$ cat src/rtl/axi_line_master.sv
// Cache-line AXI4 burst master: INCR read refill or write-back. Refill responds T+LINE_WORDS+2, write-back T+LINE_WORDS+3.
// One transaction in flight; req_ready only in IDLE; every AXI channel honours slave stalls and bursts always run to completion.
module axi_line_master #(
  parameter int LINE_WORDS = 4,
  parameter int ADDR_WIDTH = 32
) (
  input  logic                     clk,
  input  logic                     rst_n,
  input  logic                     req_valid_i,
  output logic                     req_ready_o,
  input  logic                     req_we_i,
  input  logic [ADDR_WIDTH-1:0]    req_addr_i,
  input  logic [LINE_WORDS*32-1:0] req_wdata_i,
  output logic                     resp_valid_o,
  output logic [LINE_WORDS*32-1:0] resp_rdata_o,
  output logic                     resp_err_o,
  output logic [ADDR_WIDTH-1:0]    m_axi_araddr,
  output logic [7:0]               m_axi_arlen,
  output logic [2:0]               m_axi_arsize,
  output logic [1:0]               m_axi_arburst,
  output logic                     m_axi_arvalid,
  input  logic                     m_axi_arready,
  input  logic [31:0]              m_axi_rdata,
  input  logic [1:0]               m_axi_rresp,
  input  logic                     m_axi_rlast,
  input  logic                     m_axi_rvalid,
  output logic                     m_axi_rready,
  output logic [ADDR_WIDTH-1:0]    m_axi_awaddr,
  output logic [7:0]               m_axi_awlen,
  output logic [2:0]               m_axi_awsize,
  output logic [1:0]               m_axi_awburst,
  output logic                     m_axi_awvalid,
  input  logic                     m_axi_awready,
  output logic [31:0]              m_axi_wdata,
  output logic [3:0]               m_axi_wstrb,
  output logic                     m_axi_wlast,
  output logic                     m_axi_wvalid,
  input  logic                     m_axi_wready,
  input  logic [1:0]               m_axi_bresp,
  input  logic                     m_axi_bvalid,
  output logic                     m_axi_bready
);

  localparam int CW = (LINE_WORDS > 1) ? $clog2(LINE_WORDS) : 1;
  localparam logic [CW-1:0] LAST_BEAT = CW'(LINE_WORDS - 1);
  localparam logic [ADDR_WIDTH-1:0] OFS_MASK = ADDR_WIDTH'(LINE_WORDS * 4 - 1);

  typedef enum logic [2:0] {
    IDLE = 3'd0,
    AR   = 3'd1,
    R    = 3'd2,
    AW   = 3'd3,
    W    = 3'd4,
    B    = 3'd5,
    RESP = 3'd6
  } state_t;

  state_t                      state, state_nxt;
  logic [CW-1:0]               cnt;
  logic [ADDR_WIDTH-1:0]       addr_q;
  logic                        err_q;
  logic [LINE_WORDS-1:0][31:0] wline;
  logic [LINE_WORDS-1:0][31:0] rline;
  logic [LINE_WORDS-1:0][31:0] rline_fill;
  logic [LINE_WORDS-1:0][31:0] resp_line;
  logic                        last_beat;
  logic                        unused_ok;

  // Only bit 1 of a response distinguishes SLVERR/DECERR from OKAY/EXOKAY.
  assign unused_ok = ^{m_axi_rresp[0], m_axi_bresp[0]};

  assign last_beat = (cnt == LAST_BEAT);

  always_ff @(posedge clk or negedge rst_n) begin
    if (!rst_n) begin
      state <= IDLE;
    end else begin
      state <= state_nxt;
    end
  end

  always_comb begin
    state_nxt     = state;
    req_ready_o   = 1'b0;
    m_axi_arvalid = 1'b0;
    m_axi_rready  = 1'b0;
    m_axi_awvalid = 1'b0;
    m_axi_wvalid  = 1'b0;
    m_axi_bready  = 1'b0;
    resp_valid_o  = 1'b0;
    case (state)
      IDLE: begin
        req_ready_o = 1'b1;
        if (req_valid_i) begin
          state_nxt = req_we_i ? AW : AR;
        end
      end
      AR: begin
        m_axi_arvalid = 1'b1;
        if (m_axi_arready) begin
          state_nxt = R;
        end
      end
      R: begin
        m_axi_rready = 1'b1;
        if (m_axi_rvalid && last_beat) begin
          state_nxt = RESP;
        end
      end
      AW: begin
        m_axi_awvalid = 1'b1;
        if (m_axi_awready) begin
          state_nxt = W;
        end
      end
      W: begin
        m_axi_wvalid = 1'b1;
        if (m_axi_wready && last_beat) begin
          state_nxt = B;
        end
      end
      B: begin
        m_axi_bready = 1'b1;
        if (m_axi_bvalid) begin
          state_nxt = RESP;
        end
      end
      RESP: begin
        resp_valid_o = 1'b1;
        state_nxt    = IDLE;
      end
      default: state_nxt = IDLE;
    endcase
  end

  // Refill line with the current beat merged in, so the final beat can publish the whole line at once.
  always_comb begin
    rline_fill      = rline;
    rline_fill[cnt] = m_axi_rdata;
  end

  always_ff @(posedge clk or negedge rst_n) begin
    if (!rst_n) begin
      cnt       <= '0;
      addr_q    <= '0;
      err_q     <= 1'b0;
      wline     <= '0;
      rline     <= '0;
      resp_line <= '0;
    end else begin
      case (state)
        IDLE: begin
          if (req_valid_i) begin
            addr_q <= req_addr_i & ~OFS_MASK;
            wline  <= req_wdata_i;
            err_q  <= 1'b0;
            cnt    <= '0;
          end
        end
        R: begin
          if (m_axi_rvalid) begin
            rline <= rline_fill;
            cnt   <= cnt + 1'b1;
            if (m_axi_rresp[1] || (m_axi_rlast != last_beat)) begin
              err_q <= 1'b1;
            end
            if (last_beat) begin
              resp_line <= rline_fill;
            end
          end
        end
        W: begin
          if (m_axi_wready) begin
            cnt <= cnt + 1'b1;
          end
        end
        B: begin
          if (m_axi_bvalid && m_axi_bresp[1]) begin
            err_q <= 1'b1;
          end
        end
        default: begin
        end
      endcase
    end
  end

  assign resp_rdata_o  = resp_line;
  assign resp_err_o    = (state == RESP) && err_q;

  assign m_axi_araddr  = addr_q;
  assign m_axi_arlen   = 8'(LINE_WORDS - 1);
  assign m_axi_arsize  = 3'b010;
  assign m_axi_arburst = 2'b01;

  assign m_axi_awaddr  = addr_q;
  assign m_axi_awlen   = 8'(LINE_WORDS - 1);
  assign m_axi_awsize  = 3'b010;
  assign m_axi_awburst = 2'b01;

  assign m_axi_wdata   = wline[cnt];
  assign m_axi_wstrb   = 4'hF;
  assign m_axi_wlast   = (state == W) && last_beat;

endmodule

$ cat config.mk
export PLATFORM = sky130hd
export DESIGN_NAME = axi_line_master
export DESIGN_NICKNAME = d
export VERILOG_FILES = /design/src/rtl/axi_line_master.sv
export SDC_FILE = /design/constraint.sdc
export NUM_CORES = 1
export LEC_CHECK = 0
export ABC_AREA = 1
export CAP_MARGIN = 20
export CORE_UTILIZATION = 41
export DETAILED_ROUTE_END_ITERATION = 16
export PLACE_DENSITY = 0.69
export REMOVE_ABC_BUFFERS = 1
export SLEW_MARGIN = 30
export SYNTH_ARGS = -nofsm -noshare
export SYNTH_HDL_FRONTEND = slang
export SYNTH_SLANG_ARGS = --single-unit
$ cat constraint.sdc
create_clock -name clk -period 5.2 [get_ports clk]
set_input_delay 0.78 -clock clk [delete_from_list [all_inputs] [get_ports clk]]
set_output_delay 0.78 -clock clk [all_outputs]
set_load 0.01 [all_outputs]
==> results by group <==
Outcome
  – Status: complete, no violations

Timing
  – Setup TNS: 0 ns
  – Worst-margin pin slew: roughly 0.92 ns
  – Hold slack: 0.293 ns
  – RSZ-0062 raised after global routing: false
  – Max-slew violation count: 0
  – Clock Skew: 0.0116 ns
  – Final period util: between 70% and 80%
  – Hold Vio Cnt, Final: 0
  – Slew HR: 38.7%
  – Max Clk Rate: roughly 270 MHz
  – Final setup vio count: 0
  – Crit path time final: between 3 and 4 ns
  – Worst Slack Setup Final: roughly 1.5 ns

Yosys
  – Avg Cell Area, Syn: ~8 um2
  – FF+latch count, synth: just under 400
  – Yosys top cell area share: 55.0%
  – Unique masters post-synth: 25
  – Ys Warns: 0
  – Count leader, synth: nand2_1
  – Dominant cell type by area after synthesis: dfrtp_1
  – Post-synth EDFFs: 0
  – Synth cell count leaders: 823 x nand2_1, 387 x dfrtp_1, 232 x o21ai_0, 167 x nand3_1, 145 x inv_1
  – Netlist area before placement: 0.0176 mm2
  – Synth Instances: roughly 2,200
  – Prevailing post-synth register cell: dfrtp_1
  – Sequential area share after synthesis: between 50 and 60%
  – Ranking of synthesized cells by area: dfrtp_1 55%, nand2_1 18%, o21ai_0 6.6%
  – Synth async-reset ratio: 100%

Critical path
  – CP endpoint kind: output port
  – Critical Path RT: ~4.4 ns
  – Crit Path Class: reg -> out
  – Startpoint types: flop
  – WP data arrival: 2.92 ns
  – Crit path max fanout: 21

Clocking
  – TritonCTS clock tree: done
  – Clock sinks: 387
  – H-Tree Depth: 2
  – Clk slew on worst S/H paths: ~0.06 ns
  – Clk buf depth: 3
  – Root buffer cell: clkbuf_16
  – Post-CTS setup buffer count: 0
  – Post-CTS sizing: 0
  – CTS Hold Bufs: 0
  – CTS buffer count: 43
  – Latest clock arrival within the worst-skew pair: between 0.5 and 0.6 ns

Routing
  – WL final: a little under 50 mm
  – DR WL/cell: around 16 um
  – Vias per cell: around 5
  – Via count: 15,300
  – DRC errors left: 0
  – TritonRoute pass-1 iters: 5
  – Detailed Route Iter0 Violations: ~1,000
  – Antenna viol nets, final: 0

Die
  – Die height: approximately 210 um
  – Die area: 0.0438 mm2
  – Initial core utilization: between 40% and 50%
  – Core Footprint: roughly 0.042 mm2
  – Die X: 209 um
  – IO Count: ~470
  – # rows: between 70 and 80

GRT
  – Total gr overflow: 0
  – First-pass GRT wire length: between 70 and 80 mm
  – Initial antenna violation count: 5
  – Vias in the first global route: roughly 15,000
  – Largest net degree at the start of global routing: 195
  – GRT Total Usage: 22.1%

Placed design
  – GPL Wtd Cong: ~0.8
  – I/O Buffers: 424
  – Detailed placement HPWL: between 30 and 40 mm
  – Placed Instances: 2,990
  – Dpl ws: roughly 2 ns

Layout
  – Nets: between 2,000 and 3,000
  – Area Overhead vs Synth: 31.7%
  – Layout cells sized above 1: under 10%
  – Post-Layout Cell Count: a little over 3,000

Power
  – Lkg Pwr: approximately 0.011 uW
  – Final Power: around 14,000 uW
  – Pwr Density: ~600 mW/mm2
  – Worst VDD drop: around 0.54 mV

Flow run
  – Max Cap Viol: 0

Min path
  – Hold Crit Class: in -> async
[metal layers]
layer	GRT usage, %	share of wire (%)	wire length [um]	up-vias
met1	27.8	41	19800	7334
li1	-	-	-	7419
met2	36.6	48	23100	448
met4	6.77	2.0	976	6
met5	0	0.081	39	-
met3	6.76	8.6	4120	65
[path summary, 6_finish.rpt]
check	start	endpoint	slack [ns]	cells past startpoint
max in group asynchronous	rst_n	resp_rdata_o[120]$_DFFE_PN0P_	3.71	2
max reg2reg	state[2]$_DFFE_PN0P_	wline[92]$_DFFE_PN0P_	2.08	5
min	rst_n	rline[76]$_DFFE_PN0P_	0.29	1
min reg2reg	wline[86]$_DFFE_PN0P_	wline[86]$_DFFE_PN0P_	0.46	2
min in group clk	wline[86]$_DFFE_PN0P_	wline[86]$_DFFE_PN0P_	0.46	2
max	cnt[1]$_DFFE_PN0P_	m_axi_wdata[22]	1.50	5
[kinds of logic (layout without fill, tap and decap cells)]
kind of cell / count (synthesis) / in the layout / synth area share (%)
AOI/OAI and AO/OA: 327 / 327 / 9.53
buffers and inverters: 356 / 666 / 9.85
adders and majority gates: 5 / 5 / 0.355
DFF: 387 / 387 / 55.0
and+or+nand+nor: 1107 / 1107 / 25.2
other: 2 / 40 / 0.0426
[cell type report]
cell class | count | area [um2]
fill | 3875 | 18900
sequential | 387 | 9690
multi-input combinational | 1477 | 6340
timing repair buffer | 441 | 4440
clock buffer | 62 | 1300
tap | 539 | 674
inverter | 146 | 551
clock inverter | 17 | 200
antenna | 2 | 5.00
[metrics by stage]
| step | utilization, % | area (um2) |
|---|---|---|
| 2_1_floorplan | - | 16600 |
| 3_3_place_gp | 51.5 | 21700 |
| 3_5_place_dp | 51.5 | 21700 |
| 4_1_cts | 55.0 | 23200 |
| 5_1_grt | 55.1 | 23200 |
| 6_report | 55.1 | 23200 |
[report_power, final]
part,switching (uW),internal [uW]
combinational,3250,2540
sequential,676,4310
clock,1240,1930
total,5170,8790
[critical path: stages (launching register included)]
cell             delay (ns)
dfrtp_1                0.37
inv_1                  0.43
buf_4                  0.38
o21ai_0                0.13
o22ai_1                0.38
clkdlybuf4s50_1        0.66
[layout by cell type, fill, tap and decap left out, drive strengths merged, types with 19 or more instances in the layout]
master,netlist,routed
o21ai,261,261
nor2,109,109
a21oi,33,33
conb,2,38
nand3,167,167
nand2,824,824
o22ai,32,32
clkbuf,65,62
clkdlybuf4s50,0,422
dfrtp,387,387
buf,145,19
inv,146,147
[flip-flops by register name, indices dropped and copies added (netlist names)]
register      count
resp_rdata_o    128
wline           128
rline            97
m_axi_araddr     28
state             3
cnt               2
err_q             1
Note: power is estimated with default switching activity, not from simulation.
